--- src/rtl/bcd_display_mux.sv ---
// bcd_display_mux
//   Two-digit multiplexed seven-segment driver. Tens/units BCD digits are
//   captured into a shadow register and copied into the display register
//   only at a frame boundary, so a frame never shows a torn pair. The two
//   digits share one active-low segment bus; each digit slot starts with an
//   anode-off gap to suppress ghosting.
//
//   Parameters:
//     REFRESH_DIV  clock cycles per digit slot (>= 4)
//     BLANK_CYCLES anode-off cycles at the start of each slot (< REFRESH_DIV)
//
//   Ports:
//     clk        system clock, rising edge
//     rst_n      asynchronous active-low reset
//     load       capture d_in/u_in into the shadow register
//     d_in       tens BCD digit
//     u_in       units BCD digit
//     seg        active-low segments, seg[0]=a .. seg[6]=g
//     an         active-low digit enables, an[0]=units, an[1]=tens
//     frame_tick one-cycle pulse at the start of each frame
//
//   Build option:
//     LEADING_ZERO_BLANK_EN  when defined, a tens digit of 0 keeps the tens
//                            slot dark for its whole duration.
module bcd_display_mux #(
   parameter int REFRESH_DIV  = 50000,
   parameter int BLANK_CYCLES = 500
) (
   input  logic       clk,
   input  logic       rst_n,
   input  logic       load,
   input  logic [3:0] d_in,
   input  logic [3:0] u_in,
   output logic [6:0] seg,
   output logic [1:0] an,
   output logic       frame_tick
);

   localparam int CNT_W = (REFRESH_DIV > 1) ? $clog2(REFRESH_DIV) : 1;
   localparam logic [CNT_W-1:0] CNT_LAST  = CNT_W'(REFRESH_DIV - 1);
   localparam logic [CNT_W-1:0] CNT_BLANK = CNT_W'(BLANK_CYCLES);

   // Active-high {g,f,e,d,c,b,a}; codes 10..15 show a dash.
   function automatic logic [6:0] seg_pattern(input logic [3:0] digit);
      logic [6:0] p;
      case (digit)
         4'd0:    p = 7'h3F;
         4'd1:    p = 7'h06;
         4'd2:    p = 7'h5B;
         4'd3:    p = 7'h4F;
         4'd4:    p = 7'h66;
         4'd5:    p = 7'h6D;
         4'd6:    p = 7'h7D;
         4'd7:    p = 7'h07;
         4'd8:    p = 7'h7F;
         4'd9:    p = 7'h6F;
         default: p = 7'h40;
      endcase
      return p;
   endfunction

   logic [CNT_W-1:0] cnt_q, cnt_d;
   logic             sel_q, sel_d;
   logic [7:0]       shadow_q, shadow_d;
   logic [7:0]       disp_q, disp_d;
   logic [6:0]       seg_q, seg_d;
   logic [1:0]       an_q, an_d;
   logic             tick_q, tick_d;

   logic             wrap;
   logic             frame_end;
   logic             lit;
   logic [3:0]       digit;

   always_comb begin
      wrap      = (cnt_q == CNT_LAST);
      // Frame ends when the tens slot wraps back to the units slot.
      frame_end = wrap && sel_q;

      cnt_d    = wrap ? '0 : cnt_q + CNT_W'(1);
      sel_d    = wrap ? ~sel_q : sel_q;
      shadow_d = load ? {d_in, u_in} : shadow_q;
      // Pre-edge shadow is used, so a load on the boundary edge waits a frame.
      disp_d   = frame_end ? shadow_q : disp_q;
      tick_d   = frame_end;

      digit = sel_q ? disp_q[7:4] : disp_q[3:0];
      lit   = (cnt_q >= CNT_BLANK);
`ifdef LEADING_ZERO_BLANK_EN
      if (sel_q && (disp_q[7:4] == 4'd0)) lit = 1'b0;
`endif

      an_d  = 2'b11;
      seg_d = 7'h7F;
      if (lit) begin
         an_d  = sel_q ? 2'b01 : 2'b10;
         seg_d = ~seg_pattern(digit);
      end
   end

   always_ff @(posedge clk or negedge rst_n) begin
      if (!rst_n) begin
         cnt_q    <= '0;
         sel_q    <= 1'b0;
         shadow_q <= 8'h00;
         disp_q   <= 8'h00;
         seg_q    <= 7'h7F;
         an_q     <= 2'b11;
         tick_q   <= 1'b0;
      end else begin
         cnt_q    <= cnt_d;
         sel_q    <= sel_d;
         shadow_q <= shadow_d;
         disp_q   <= disp_d;
         seg_q    <= seg_d;
         an_q     <= an_d;
         tick_q   <= tick_d;
      end
   end

   assign seg        = seg_q;
   assign an         = an_q;
   assign frame_tick = tick_q;

endmodule
--- config.mk ---
export PLATFORM = sky130hd
export DESIGN_NAME = bcd_display_mux
export DESIGN_NICKNAME = d
export VERILOG_FILES = /design/src/rtl/bcd_display_mux.sv
export SDC_FILE = /design/constraint.sdc
export NUM_CORES = 1
export LEC_CHECK = 0
export BUFFER_PORTS_ARGS = -buffer_cell sky130_fd_sc_hd__buf_4
export CAP_MARGIN = 20
export CELL_PAD_IN_SITES_DETAIL_PLACEMENT = 0
export CELL_PAD_IN_SITES_GLOBAL_PLACEMENT = 1
export CORE_ASPECT_RATIO = 1.5
export CORE_MARGIN = 3
export CORE_UTILIZATION = 47
export CTS_CLUSTER_SIZE = 28
export DETAILED_ROUTE_END_ITERATION = 16
export GPL_TIMING_DRIVEN = 0
export PLACE_DENSITY = 0.75
export SYNTH_ARGS = -nofsm -noshare
export SYNTH_HDL_FRONTEND = slang
export SYNTH_SLANG_ARGS = --single-unit
--- constraint.sdc ---
create_clock -name clk -period 2.3 [get_ports clk]
set_input_delay 0.345 -clock clk [delete_from_list [all_inputs] [get_ports clk]]
set_output_delay 0.345 -clock clk [all_outputs]
set_load 0.03 [all_outputs]
==> impl_summary.log <==
[metrics] worst setup path category: reg -> reg
[metrics] per-cell via count in the routed design: ~5.2
[metrics] Hold Worst Slack: 0.0400 ns
[metrics] critical path capture point type: flip-flop
[metrics] met2 wire len: 1.72 mm
[metrics] die boundary height: 86.1 um
[metrics] EDFF count, synth: 0
[metrics] antenna violations before repair: 0
[metrics] Post-Syn Area per Cell: 12.6 um^2
[metrics] final WL: 3.30 mm
[metrics] Die ar.: 5120 um^2
[metrics] number of buffers inserted during clock tree synthesis: 5
[metrics] width of the die: 59.4 um
[metrics] critical path peak fanout: 8
[metrics] H-tree depth: 2
[metrics] sum of negative setup slack: 0 ns
[metrics] Ys Warns: 0
[metrics] Hold-fix buffers, CTS: 0
[metrics] HP Class: in -> async
[metrics] Critical path origin: cnt_q[12]$_DFF_PN0_
[metrics] Post-Syn Nets: 178
[metrics] clock latency on the worst-skew pair: 0.28 ns
[metrics] cell area after layout: 2290 um^2
[metrics] number of core rows: 28
[metrics] cell depth of the worst flop-to-flop path: 5
[metrics] area of combinational cells with multiple inputs: 863 um^2
[metrics] final slew viol count: 0
[metrics] Post-route DRC: 0
[metrics] cell count after synthesis: 160
[metrics] max-capacitance violation count: 0
[metrics] capture instance of the worst register-to-register path: disp_q[2]$_DFFE_PN0P_
[metrics] initial DRC count: 30
[metrics] grt total ovfl: 0
[metrics] count of antenna diodes in the layout: 0
[metrics] Worst EP arrival: 2.15 ns
[metrics] Final Net Count: approximately 200
[metrics] library cells used by synthesis: 39
[metrics] highest routed metal layer: met4
[metrics] setup skew after layout: ~0.0021 ns
[metrics] number of buffers between clock root and the deepest sink: 2
[metrics] launching point of the worst reg2reg path: cnt_q[12]$_DFF_PN0_
[metrics] count of cells resized by post-cts repair: 0
[metrics] Routed Antenna Nets: 0
[metrics] Mapped Area: 2010 um^2
[metrics] outcome: finished clean
[metrics] clock-pin slew reported for the worst setup and hold paths after clock tree synthesis: 0.07 ns
[metrics] initial core utilization: between 40 and 50%
[metrics] R2R setup slack: roughly 0.33 ns
[metrics] worst-margin pin slew: 0.641 ns
[metrics] number of detailed-route iterations in the first pass: 4
[metrics] final HPWL from detailed placement: 2.44 mm
[metrics] met3 layer wire length in the routed design: approximately 150 um
[metrics] area grow syn2layout: 13.9%
[metrics] share of the clock period used by the worst path: 85.9%
[metrics] sequential area share after synthesis: 54.1%
[metrics] IO Count: 21
[metrics] achievable clock frequency: about 510 MHz
[metrics] Leak Pwr: about 1.1 nW
[metrics] P per Cell Area: 553 nW/um^2
[metrics] area taken by flip-flops and latches: ~1100 um^2
[metrics] ratio of cells with drive above 1 in the final layout: 32.6%
[metrics] placed cell area: 2210 um^2
[metrics] Post-CTS Setup Bufs: 0
[metrics] overall fraction of global-route tracks in use: 15.2%
[metrics] most used cells in the layout excluding fill and tap cells: 34 x sky130_fd_sc_hd__dfrtp_1, 19 x sky130_fd_sc_hd__buf_4, 11 x sky130_fd_sc_hd__nand2_1
[metrics] placer congestion estimate: 0.789
[metrics] via count of the first global-routing pass: 1,300
[metrics] mean routed wirelength per cell: 14.2 um
[metrics] final critical path time including I/O delays and setup: 1.97 ns
[metrics] largest net degree at the start of global routing: 44
[metrics] number of failing hold endpoints at the final stage: 0
[metrics] clk root buf: sky130_fd_sc_hd__clkbuf_8
[metrics] number of input and output port buffers inserted: 19
[metrics] layout filler cell count: 342
[metrics] element type at the critical path start: flip-flop
[metrics] sinks on the clock net: 43
[metrics] Rel. slew slack: 56.6%
[metrics] Critical Path RT: ~2.5 ns
[metrics] most frequent standard cell in the layout excluding fill and tap cells: sky130_fd_sc_hd__dfrtp_1
[metrics] peak supply drop: 0.501 mV
[metrics] detailed-route via count: about 1,200
[metrics] TritonCTS clock tree: built
[metrics] M1 WL: ~1.4 mm
[metrics] FFs w/ async S/R, synth: 100%
[metrics] setup violators final: 0
[metrics] post-synthesis register bit count: 43
[metrics] setup repair after global routing missed its margin: false
[metrics] wire length of the first global-routing pass: 5.91 mm
[metrics] end point of the critical path: disp_q[2]$_DFFE_PN0P_
[metrics] Layout Utilization: about 57%
[metrics] Floorplan Core Area: ~4000 um^2
[metrics] dominant synthesized flop cell: sky130_fd_sc_hd__dfrtp_1
==> cell type report <==
type,count,share of cell area [%]
plain buffers,4,1.47
clock buffers,7,3.33
clock inverters,1,0.218
inverters,7,1.15
multi-input cells,106,37.7
flip-flops and latches,43,47.5
well taps,45,2.46
repair buffers,19,6.23
==> worst min-delay path by stage <==
stage,end,cells after the start,startpoint
final,cnt_q[11]$_DFF_PN0_,1,rst_n
after global placement,cnt_q[9]$_DFF_PN0_,1,rst_n
after global routing,cnt_q[4]$_DFF_PN0_,1,rst_n
after detailed placement,cnt_q[11]$_DFF_PN0_,1,rst_n
after CTS,cnt_q[11]$_DFF_PN0_,1,rst_n
after floorplan,cnt_q[0]$_DFF_PN0_,0,rst_n
==> power breakdown <==
| part | internal, mW | switching, mW | leakage (nW) |
|---|---|---|---|
| Sequential | 0.771 | 0.00741 | 0.537 |
| Combinational | 0.0228 | 0.0216 | 0.477 |
| Clock | 0.213 | 0.232 | 0.0422 |
| Total | 1.01 | 0.261 | 1.06 |
==> state kept, by name, indices dropped and copies added, names as in the netlist <==
register / count
an: 2
cnt_q: 16
disp_q: 8
frame_tick: 1
seg: 7
sel_q: 1
shadow_q: 8
==> critical path, stage by stage, from the launching register on <==
cell	delay (ns)
sky130_fd_sc_hd__dfrtp_1	0.38
sky130_fd_sc_hd__buf_6	0.13
sky130_fd_sc_hd__or4_4	0.51
sky130_fd_sc_hd__nor4_4	0.34
sky130_fd_sc_hd__nand2_4	0.17
sky130_fd_sc_hd__mux2_4	0.32
==> stage by stage <==
step	instances	power, mW	worst slack (ns)
6_report	232	1.27	0.325
5_1_grt	232	1.33	0.265
4_1_cts	232	1.29	0.307
3_5_place_dp	224	0.839	0.331
3_3_place_gp	224	0.834	0.337
2_1_floorplan	160	0.807	0.427
==> cell families (layout without fill, tap and decap cells) <==
group / after synthesis / count (layout) / share of synthesized area, %
adders and majority gates: 7 / 7 / 4.36
xor gates and xnor gates: 12 / 12 / 5.23
AOI/OAI and AO/OA: 15 / 15 / 4.48
muxes: 25 / 25 / 15.1
and+or+nand+nor: 47 / 47 / 13.8
DFF: 43 / 43 / 54.1
buffers and inverters: 11 / 38 / 2.99
==> synthesized netlist by cell type, types with 2 or more instances <==
cell type / number / share of area, %
sky130_fd_sc_hd__dfrtp_1: 34 / 42
sky130_fd_sc_hd__nand2_1: 11 / 2.1
sky130_fd_sc_hd__mux2_2: 10 / 5.6
sky130_fd_sc_hd__nor2_1: 10 / 1.9
sky130_fd_sc_hd__dfstp_2: 9 / 12
sky130_fd_sc_hd__mux2_4: 8 / 6.0
sky130_fd_sc_hd__ha_1: 7 / 4.4
sky130_fd_sc_hd__inv_1: 7 / 1.3
sky130_fd_sc_hd__mux2i_1: 7 / 3.5
sky130_fd_sc_hd__o21ai_0: 7 / 1.7
sky130_fd_sc_hd__xor2_1: 7 / 3.0
sky130_fd_sc_hd__xnor2_1: 5 / 2.2
sky130_fd_sc_hd__a21oi_1: 4 / 1.0
sky130_fd_sc_hd__nand4_1: 4 / 1.2
sky130_fd_sc_hd__nor3_1: 4 / 1.0
sky130_fd_sc_hd__nand3_1: 2 / 0.50
sky130_fd_sc_hd__or3_1: 2 / 0.62
==> routing by layer <==
| metal | global-route usage, % | vias to the layer above |
|---|---|---|
| met5 | 0 | - |
| met4 | 5.57 | 0 |
| met3 | 3.61 | 4 |
| met2 | 25.5 | 24 |
| met1 | 18.6 | 582 |
| li1 | - | 605 |
(Power assumes the default switching activity.)
